## config.mk

```make
export PLATFORM = sky130hd
export DESIGN_NAME = bp_update_sched
export DESIGN_NICKNAME = d
export VERILOG_FILES = /design/src/rtl/bp_pkg.sv /design/src/rtl/bp_upd_fifo.sv /design/src/rtl/bp_update_sched.sv
export SDC_FILE = /design/constraint.sdc
export NUM_CORES = 1
export LEC_CHECK = 0
export CAP_MARGIN = 40
export CORE_MARGIN = 2
export CORE_UTILIZATION = 55
export CTS_CLUSTER_SIZE = 24
export DETAILED_ROUTE_END_ITERATION = 16
export PLACE_DENSITY_LB_ADDON = 0.25
export SKIP_CTS_REPAIR_TIMING = 1
export SYNTH_ARGS = -nofsm -noshare
export SYNTH_HDL_FRONTEND = slang
export SYNTH_HIERARCHICAL = 1
export SYNTH_SLANG_ARGS = --single-unit
```

## constraint.sdc

```tcl
create_clock -name clk -period 12.5 [get_ports clk]
set_clock_uncertainty 0.05 [all_clocks]
set_input_delay 1.875 -clock clk [delete_from_list [all_inputs] [get_ports clk]]
set_output_delay 1.875 -clock clk [all_outputs]
set_load 0.005 [all_outputs]
```

## src/rtl/bp_pkg.sv

```systemverilog
// Shared branch-predictor types and constants used by the update scheduler and the BHT.
package bp_pkg;

  localparam int BP_SET_NUM       = 8;
  localparam int BP_ASSOCIATIVITY = 2;

  typedef struct packed {
    logic [31:0] pc;
    logic [31:0] dest;
    logic        taken;
  } bp_upd_t;

  typedef enum logic {
    ST_INIT = 1'b0,
    ST_RUN  = 1'b1
  } bp_state_e;

  function automatic logic [1:0] bp_lane_cnt(input logic a, input logic b);
    return {1'b0, a} + {1'b0, b};
  endfunction

endpackage

```

## src/rtl/bp_upd_fifo.sv

```systemverilog
// Two-write / one-read compacting update queue with a registered head.
// The head register is loaded and the entry popped in the same edge whenever pop_en is high.
module bp_upd_fifo
  import bp_pkg::*;
#(
  parameter int DEPTH = 4
) (
  input  logic    clk,
  input  logic    reset,
  input  logic    pop_en,
  input  logic    in0_valid,
  input  bp_upd_t in0_data,
  input  logic    in1_valid,
  input  bp_upd_t in1_data,
  output logic    out_valid,
  output bp_upd_t out_data,
  output logic    issue,
  output logic [1:0] drop_num
);

  localparam int PW = $clog2(DEPTH);

  bp_upd_t        mem_r [DEPTH];
  logic [PW-1:0]  wr_ptr_r;
  logic [PW-1:0]  rd_ptr_r;
  logic [PW:0]    count_r;

  logic           pop_ex_s;
  logic [PW:0]    space_s;
  logic [1:0]     n_valid_s;
  logic [1:0]     n_acc_s;
  bp_upd_t        first_s;
  bp_upd_t        head_s;
  logic           issue_s;

  // Admission: same-cycle pop of a stored entry frees one slot; extra lanes beyond space drop youngest-first.
  always_comb begin
    pop_ex_s  = pop_en && (count_r != '0);
    space_s   = (PW+1)'(DEPTH) - count_r + {{PW{1'b0}}, pop_ex_s};
    n_valid_s = bp_lane_cnt(in0_valid, in1_valid);
    first_s   = in0_valid ? in0_data : in1_data;
    if (space_s >= (PW+1)'(2)) begin
      n_acc_s = n_valid_s;
    end else if (space_s == (PW+1)'(1)) begin
      n_acc_s = (n_valid_s != 2'd0) ? 2'd1 : 2'd0;
    end else begin
      n_acc_s = 2'd0;
    end
    // An empty queue forwards the oldest arriving entry straight to the head register.
    head_s   = (count_r != '0) ? mem_r[rd_ptr_r] : first_s;
    issue_s  = pop_en && ((count_r != '0) || (n_acc_s != 2'd0));
    drop_num = n_valid_s - n_acc_s;
    issue    = issue_s;
  end

  // Storage array; contents are don't-care until written.
  always_ff @(posedge clk) begin
    if (n_acc_s != 2'd0) begin
      mem_r[wr_ptr_r] <= first_s;
    end
    if (n_acc_s == 2'd2) begin
      mem_r[wr_ptr_r + PW'(1)] <= in1_data;
    end
  end

  // Pointers, occupancy and the registered head.
  always_ff @(posedge clk) begin
    if (reset) begin
      wr_ptr_r  <= '0;
      rd_ptr_r  <= '0;
      count_r   <= '0;
      out_valid <= 1'b0;
      out_data  <= '0;
    end else begin
      wr_ptr_r  <= wr_ptr_r + PW'(n_acc_s);
      rd_ptr_r  <= rd_ptr_r + PW'(issue_s);
      count_r   <= count_r + (PW+1)'(n_acc_s) - (PW+1)'(issue_s);
      out_valid <= issue_s;
      out_data  <= issue_s ? head_s : '0;
    end
  end

endmodule

```

## src/rtl/bp_update_sched.sv

```systemverilog
// BHT update scheduler: post-reset clear sweep, then drains queued branch updates one per cycle.
// Optional statistics counters are enabled by defining BP_UPD_STATS_EN.
module bp_update_sched
  import bp_pkg::*;
#(
  parameter int DEPTH         = 4,
  parameter int SET_NUM       = BP_SET_NUM,
  parameter int ASSOCIATIVITY = BP_ASSOCIATIVITY
) (
  input  logic        clk,
  input  logic        reset,
  input  logic        in0_valid,
  input  logic        in1_valid,
  input  logic [31:0] in0_pc,
  input  logic [31:0] in1_pc,
  input  logic [31:0] in0_dest,
  input  logic [31:0] in1_dest,
  input  logic        in0_taken,
  input  logic        in1_taken,
  output logic        upd_valid,
  output logic [31:0] upd_pc,
  output logic [31:0] upd_dest,
  output logic        upd_taken,
  output logic        upd_write,
  output logic        init_we,
  output logic [$clog2(SET_NUM)+$clog2(ASSOCIATIVITY)-1:0] init_addr,
  output logic        init_busy,
  output logic [15:0] drop_cnt,
  output logic [31:0] upd_cnt
);

  localparam int AW = $clog2(SET_NUM) + $clog2(ASSOCIATIVITY);

  bp_state_e     state_r;
  bp_state_e     state_s;
  logic [AW-1:0] addr_r;
  logic          init_we_s;
  logic          init_busy_s;

  bp_upd_t       in0_data_s;
  bp_upd_t       in1_data_s;
  bp_upd_t       head_s;
  logic          head_valid_s;
  logic          issue_s;
  logic [1:0]    drop_num_s;

  assign in0_data_s = '{pc: in0_pc, dest: in0_dest, taken: in0_taken};
  assign in1_data_s = '{pc: in1_pc, dest: in1_dest, taken: in1_taken};

  bp_upd_fifo #(
    .DEPTH(DEPTH)
  ) u_fifo (
    .clk       (clk),
    .reset     (reset),
    .pop_en    (state_r == ST_RUN),
    .in0_valid (in0_valid),
    .in0_data  (in0_data_s),
    .in1_valid (in1_valid),
    .in1_data  (in1_data_s),
    .out_valid (head_valid_s),
    .out_data  (head_s),
    .issue     (issue_s),
    .drop_num  (drop_num_s)
  );

  // FSM state register.
  always_ff @(posedge clk) begin
    if (reset) begin
      state_r <= ST_INIT;
    end else begin
      state_r <= state_s;
    end
  end

  // Next state and sweep strobes; the sweep ends after the all-ones address.
  always_comb begin
    state_s     = state_r;
    init_we_s   = 1'b0;
    init_busy_s = 1'b0;
    case (state_r)
      ST_INIT: begin
        init_we_s   = 1'b1;
        init_busy_s = 1'b1;
        if (addr_r == {AW{1'b1}}) begin
          state_s = ST_RUN;
        end else begin
          state_s = ST_INIT;
        end
      end
      ST_RUN: begin
        state_s = ST_RUN;
      end
      default: begin
        state_s = ST_INIT;
      end
    endcase
  end

  // Sweep address counter.
  always_ff @(posedge clk) begin
    if (reset) begin
      addr_r <= '0;
    end else if (state_r == ST_INIT) begin
      addr_r <= addr_r + AW'(1);
    end else begin
      addr_r <= addr_r;
    end
  end

  assign init_we   = init_we_s;
  assign init_busy = init_busy_s;
  assign init_addr = addr_r;
  assign upd_valid = head_valid_s;
  assign upd_write = head_valid_s;
  assign upd_pc    = head_s.pc;
  assign upd_dest  = head_s.dest;
  assign upd_taken = head_s.taken;

`ifdef BP_UPD_STATS_EN
  logic [15:0] drop_cnt_r;
  logic [31:0] upd_cnt_r;
  logic [16:0] drop_sum_s;

  assign drop_sum_s = {1'b0, drop_cnt_r} + 17'(drop_num_s);

  // Drop counter saturates; issue counter wraps.
  always_ff @(posedge clk) begin
    if (reset) begin
      drop_cnt_r <= 16'h0000;
      upd_cnt_r  <= 32'h0000_0000;
    end else begin
      drop_cnt_r <= drop_sum_s[16] ? 16'hFFFF : drop_sum_s[15:0];
      upd_cnt_r  <= upd_cnt_r + 32'(issue_s);
    end
  end

  assign drop_cnt = drop_cnt_r;
  assign upd_cnt  = upd_cnt_r;
`else
  logic unused_stats_s;
  assign unused_stats_s = ^{issue_s, drop_num_s};
  assign drop_cnt = 16'h0000;
  assign upd_cnt  = 32'h0000_0000;
`endif

endmodule

```

==> metrics.txt, run 1 <==
switching share of total power 0.316; total die area 0.0306 sq mm; Via density 6.40; Final Cycle Share 0.346; synthesized area 0.0161 sq mm; Non-Filler Instances 1734; r2r endpoint u_fifo/mem_r[3][40]$_DFFE_PP_; fraction of layout cells with a size suffix above 1 0.151; Setup Viol. Count Final 0; nets 1465; FF-to-FF setup slack 8.40 ns; Initial Util 0.560; crit path time final 4.33 ns; peak supply drop 0.000144 V; Required @ worst endpoint 12.80 ns; clock-pin slew on the worst setup and hold paths 0.06 ns; WP data arrival 4.63 ns; Core Area 0.0287 sq mm; Worst-Skew Late Latency 0.52 ns; worst hold path class reg2reg; initial antenna violation count 0; gr ovfl total 0; switching pwr 0.00113 W; RSZ-0062 raised after global routing no; Residual DRC 0; Num CTS Buffers 36; Cell Area, Placed 0.0184 sq mm; CTS H-tree depth 2; Comb power frac 0.271; # placed instances 1668; total power 0.00357 W; Pleak 6.31 nW; routed wire length 42000 um; Sequential Power Share 0.439; CP endpoint kind flop; fillcell total 2036; R2R cell count 12; syn_area_per_cell 13.8 sq um; final antenna-violating net count 0; Vias 11094; wire length per cell 24.2 um; Root Buffer clkbuf_16; Worst slew margin 0.437; CTS tree done; first-pass GRT wire length 64900 um; max cap viols 0; n_diodes 0; CP endpoint u_fifo/mem_r[3][40]$_DFFE_PP_; CTS sink count 338; Slew Viols, Final 0; Final Cell Area 0.0195 sq mm; CP max FO 49; crit path from in1_valid; Post-Synthesis Cells 1163; dpl hpwl 23600 um; Synth-to-Final Area Change 21.5%; port buffer count 206; Die X-Extent 175 um; GRT Util Overall 0.274; # IOs 255; total negative slack 0 ns; largest net degree at the start of global routing 66; final-report hold violation count 0; Clock Tree Buf Depth 3; worst slew pin tran 0.845 ns; clock power share 0.290; GP Congestion 0.737; kind of critical path in2reg; internal power 0.00244 W; reg2reg start u_fifo/count_r[2]$_SDFF_PP0_; Rows 62; vias in the first global route 11345; DRT Pass-1 Iters 5; f_max 231 MHz; Pwr per Cell Area 183 mW/mm^2; post-placement worst setup slack 7.67 ns; Worst Setup Start Kind input pin; Yosys Warn Count 6; Final WS setup 8.17 ns; number of DRC markers in iteration 0 1057; Die Height 175 um; status complete, no violations
power by group through the flow:
stage	sequential [W]	clock, W	combinational [W]
3_3_place_gp	0.00159	0	0.000891
2_1_floorplan	0.00159	0	0.000618
6_report	0.00157	0.00103	0.000967
4_1_cts	0.00157	0.00104	0.000966
3_5_place_dp	0.00159	0	0.000960
5_1_grt	0.00158	0.00109	0.00104
layer usage:
layer,vias to the layer above,wire length [um],global-route usage,part of all wire
li1,4880,-,-,-
met1,5559,16600,0.368,0.40
met2,595,20800,0.466,0.50
met3,60,3700,0.0466,0.088
met4,0,824,0.0726,0.020
met5,-,0,0,0
how the worst min path moves through the flow:
stage | slack [ns] | start | depth (start not counted) | endpoint
4_1_cts | 0.48 | init_addr[3]$_SDFFE_PP0N_ | 2 | state_r$_SDFF_PP0_
6_report | 0.47 | init_addr[3]$_SDFFE_PP0N_ | 2 | state_r$_SDFF_PP0_
3_5_place_dp | 0.46 | init_addr[2]$_SDFFE_PP0N_ | 2 | state_r$_SDFF_PP0_
3_3_place_gp | 0.46 | init_addr[3]$_SDFFE_PP0N_ | 2 | state_r$_SDFF_PP0_
5_1_grt | 0.51 | init_addr[3]$_SDFFE_PP0N_ | 2 | state_r$_SDFF_PP0_
2_1_floorplan | 0.44 | init_addr[2]$_SDFFE_PP0N_ | 2 | state_r$_SDFF_PP0_
critical path: stages:
cell and delay [ns]:
clkdlybuf4s50_1 0.50, inv_1 0.05, ha_1 0.31, inv_1 0.08, o211ai_1 0.09, buf_4 0.25, o21ai_4 0.54, buf_4 0.70
o2bb2ai_1 0.20
flip-flops by register name (all words and copies together), names as in the netlist:
register and cells:
u_fifo/wr_ptr_r 2, init_addr 4, u_fifo/mem_r 260, u_fifo/out_data 65
u_fifo/out_valid 1, state_r 1, u_fifo/rd_ptr_r 2, u_fifo/count_r 3
cell type report:
cell class | instances | area, sq um | area share
Inverter | 12 | 45.0 | 0.00231
Clock buffer | 45 | 976 | 0.0500
Timing Repair Buffer | 231 | 2390 | 0.123
Multi-Input combinational cell | 703 | 6080 | 0.312
Clock inverter | 21 | 159 | 0.00814
Sequential cell | 338 | 9380 | 0.481
Tap cell | 384 | 480 | 0.0246
cells in the final DEF, fill, tap and decap left out, types with 4 or more instances in the layout:
master,instances
xor2_1,4
xnor2_1,4
clkinv_1,7
conb_1,48
nor2b_1,6
clkbuf_16,37
a311oi_2,39
nand2_1,134
o2bb2ai_1,260
ha_1,8
nor2_1,74
dfxtp_1,76
o21ai_4,4
edfxtp_1,260
inv_1,11
clkbuf_1,6
buf_4,18
mux4_2,65
a311oi_1,26
buf_16,6
clkinv_2,8
nor2_4,4
clkdlybuf4s50_1,205
per-stage QoR:
step / util / hold slack (ns)
global placement: 0.633 / 0.456
floorplan: - / 0.445
detailed placement: 0.640 / 0.461
CTS: 0.680 / 0.479
finish: 0.680 / 0.472
global route: 0.680 / 0.514
No activity file was read; power rests on OpenSTA's default activity.
==> run 2: changes to the inputs <==
--- a/config.mk
+++ b/config.mk
@@ -7,7 +7,7 @@
 export LEC_CHECK = 0
 export CAP_MARGIN = 40
 export CORE_MARGIN = 2
-export CORE_UTILIZATION = 55
+export CORE_UTILIZATION = 54
 export CTS_CLUSTER_SIZE = 24
 export DETAILED_ROUTE_END_ITERATION = 16
 export PLACE_DENSITY_LB_ADDON = 0.25
==> constraint.sdc (replaced) <==
create_clock -name clk -period 4.5 [get_ports clk]
set_clock_uncertainty 0.05 [all_clocks]
set_input_delay 0.675 -clock clk [delete_from_list [all_inputs] [get_ports clk]]
set_output_delay 0.675 -clock clk [all_outputs]
set_load 0.005 [all_outputs]
==> run 2 against run 1 <==
Effect of this change: via count up 0.40%; power rose to 2.8 times the previous value; first-iteration DRC count down 3.2%; non-clock buffer count up 10; clock power rose to 2.9 times the previous value; worst hold slack better by 0.0060 ns; sequential share of layout area down 0.39 points; register-to-register slack worse by 7.2 ns; clock-buffer cell count up 8; critical path type is now reg2reg; worst setup slack worse by 7.0 ns; sequential power rose to 2.8 times the previous value; critical endpoint is now u_fifo/mem_r[0][14]$_DFFE_PP_; final cell count up 1.0%.
==> metrics.txt, run 2 (same netlist as run 1, synthesis figures left out) <==
Final Cycle Share 0.740; total die area 0.0311 sq mm (was 0.0306 sq mm); Pwr per Cell Area 508 mW/mm^2 (was 183 mW/mm^2); initial antenna violation count 1 (was 0); first-pass GRT wire length 64900 um (about the same); routed wire length 42400 um (was 42000 um); Worst-Skew Late Latency 0.52 ns (about the same); Worst Setup Start Kind flop (was input pin); Clock Tree Buf Depth 3 (unchanged); total power 0.00999 W (was 0.00357 W); Die Height 176 um (was 175 um); clock power share 0.298 (was 0.290); CP endpoint kind flop (unchanged); CTS H-tree depth 2 (unchanged); dpl hpwl 24000 um (was 23600 um); Setup Viol. Count Final 0 (unchanged); f_max 300 MHz; Rows 63 (was 62); Root Buffer clkbuf_16 (unchanged); FF-to-FF setup slack 1.17 ns (was 8.40 ns); Cell Area, Placed 0.0185 sq mm (was 0.0184 sq mm); Synth-to-Final Area Change 22.4% (was 21.5%); worst path bufs/invs 2 (was 5); Residual DRC 0 (unchanged); worst hold path class reg2reg (unchanged); total negative slack 0 ns (unchanged); CP max FO 42 (was 49); Crit path largest cell delay 0.60 ns (was 0.70 ns); crit path time final 3.33 ns; largest net degree at the start of global routing 66 (unchanged); CP max stage cell or4_1 (was buf_4); WP data arrival 3.47 ns (was 4.63 ns); CTS sink count 338 (unchanged); commonest cells after routing, fill and taps aside o2bb2ai_1 (260), edfxtp_1 (260), clkdlybuf4s50_1 (205), nand2_1 (134), dfxtp_1 (76) (unchanged); Initial Util 0.545 (was 0.560); Via density 6.36 (was 6.40); Die X-Extent 176 um (was 175 um); wire length per cell 24.2 um (about the same); port buffer count 206 (unchanged); switching share of total power 0.314 (was 0.316); clock-pin slew on the worst setup and hold paths 0.06 ns (about the same); number of DRC markers in iteration 0 1023 (was 1057); internal power 0.00686 W (was 0.00244 W); peak supply drop 0.000476 V (was 0.000144 V); max cap viols 0 (unchanged); Pleak 6.39 nW (was 6.31 nW); RSZ-0062 raised after global routing no (unchanged); max FFs per register 260 (unchanged); vias in the first global route 11281 (was 11345); Worst path top cell family by delay simple AND/OR/NAND/NOR gates (was buffers and inverters); GRT Util Overall 0.272 (was 0.274); Core Area 0.0295 sq mm (was 0.0287 sq mm); Required @ worst endpoint 4.64 ns (was 12.80 ns); kind of critical path reg2reg (was in2reg); Vias 11138 (was 11094); GP Congestion 0.760 (was 0.737); Worst path most repeated cell ha_1; Final Cell Area 0.0197 sq mm (was 0.0195 sq mm); nets 1476 (was 1465); worst slew pin tran 0.912 ns (was 0.845 ns); Num CTS Buffers 37 (was 36); DRT Pass-1 Iters 7 (was 5); CTS tree done (unchanged); switching pwr 0.00314 W (was 0.00113 W); final-report hold violation count 0 (unchanged); final antenna-violating net count 0 (unchanged); status complete, no violations (unchanged); CP Cell Sequence nor3_2 > nand2b_1 > ha_1 > inv_1 > ha_1 > or4_1 > a21oi_1 > a21o_4 > buf_12 (was clkdlybuf4s50_1 > inv_1 > ha_1 > inv_1 > o211ai_1 > buf_4 > o21ai_4 > buf_4 > o2bb2ai_1); fillcell total 2125 (was 2036); Comb power frac 0.267 (was 0.271); Sequential Power Share 0.436 (was 0.439); Worst slew margin 0.392 (was 0.437); Slew Viols, Final 0 (unchanged); # IOs 255 (unchanged); gr ovfl total 0 (unchanged); Top reg by flops u_fifo/mem_r (unchanged); fraction of layout cells with a size suffix above 1 0.159 (was 0.151)
-- run 2: path summary, 6_finish.rpt --
| kind | cells after the start | end | startpoint |
|---|---|---|---|
| setup reg to reg | 9 | u_fifo/mem_r[0][14]$_DFFE_PP_ | u_fifo/count_r[2]$_SDFF_PP0_ |
| hold reg to reg | 2 | state_r$_SDFF_PP0_ | init_addr[3]$_SDFFE_PP0N_ |
| setup / recovery | 9 | u_fifo/mem_r[0][14]$_DFFE_PP_ | u_fifo/count_r[2]$_SDFF_PP0_ |
| hold / removal | 2 | state_r$_SDFF_PP0_ | init_addr[3]$_SDFFE_PP0N_ |
-- run 2: layer usage --
metal  track usage  vias up  wire (um)
li1              -     4906          -
met1         0.370     5578      16900
met2         0.462      570      21000
met3        0.0377       84       3540
met4        0.0795        0       1060
met5             0        -          0
-- run 2: power by group through the flow --
stage	Sequential, W	Clock, W	Combinational [W]
floorplan	0.00439	0	0.00172
global placement	0.00439	0	0.00256
detailed placement	0.00442	0	0.00264
CTS	0.00435	0.00301	0.00266
global route	0.00440	0.00315	0.00286
finish	0.00435	0.00297	0.00267
-- run 2: worst register-to-register path, cell delays in order, from the launching register on --
cell and delay, ns:
dfxtp_1 0.36, nor3_2 0.21, nand2b_1 0.13, ha_1 0.14, inv_1 0.04, ha_1 0.33
or4_1 0.60, a21oi_1 0.33, a21o_4 0.46, buf_12 0.33
-- run 2: per-stage QoR --
stage	std cells	worst slack (ns)	utilization	hold WS, ns
3_5_place_dp	1684	0.954	0.626	0.464
3_3_place_gp	1678	1.01	0.621	0.454
2_1_floorplan	1210	-0.433	-	0.445
4_1_cts	1751	1.19	0.667	0.479
5_1_grt	1751	1.01	0.667	0.516
6_report	1752	1.17	0.667	0.478
-- run 2: layout make-up --
type                       instances  area (sq um)  area share
clock buffer                      53          1090      0.0553
timing repair buffer             241          2460       0.125
inverter                          12          45.0     0.00229
clock inverter                    14           123     0.00623
multi-input combinational        703          6080       0.309
antenna                            1          2.50    0.000127
tap                              390           488      0.0248
sequential                       338          9380       0.477
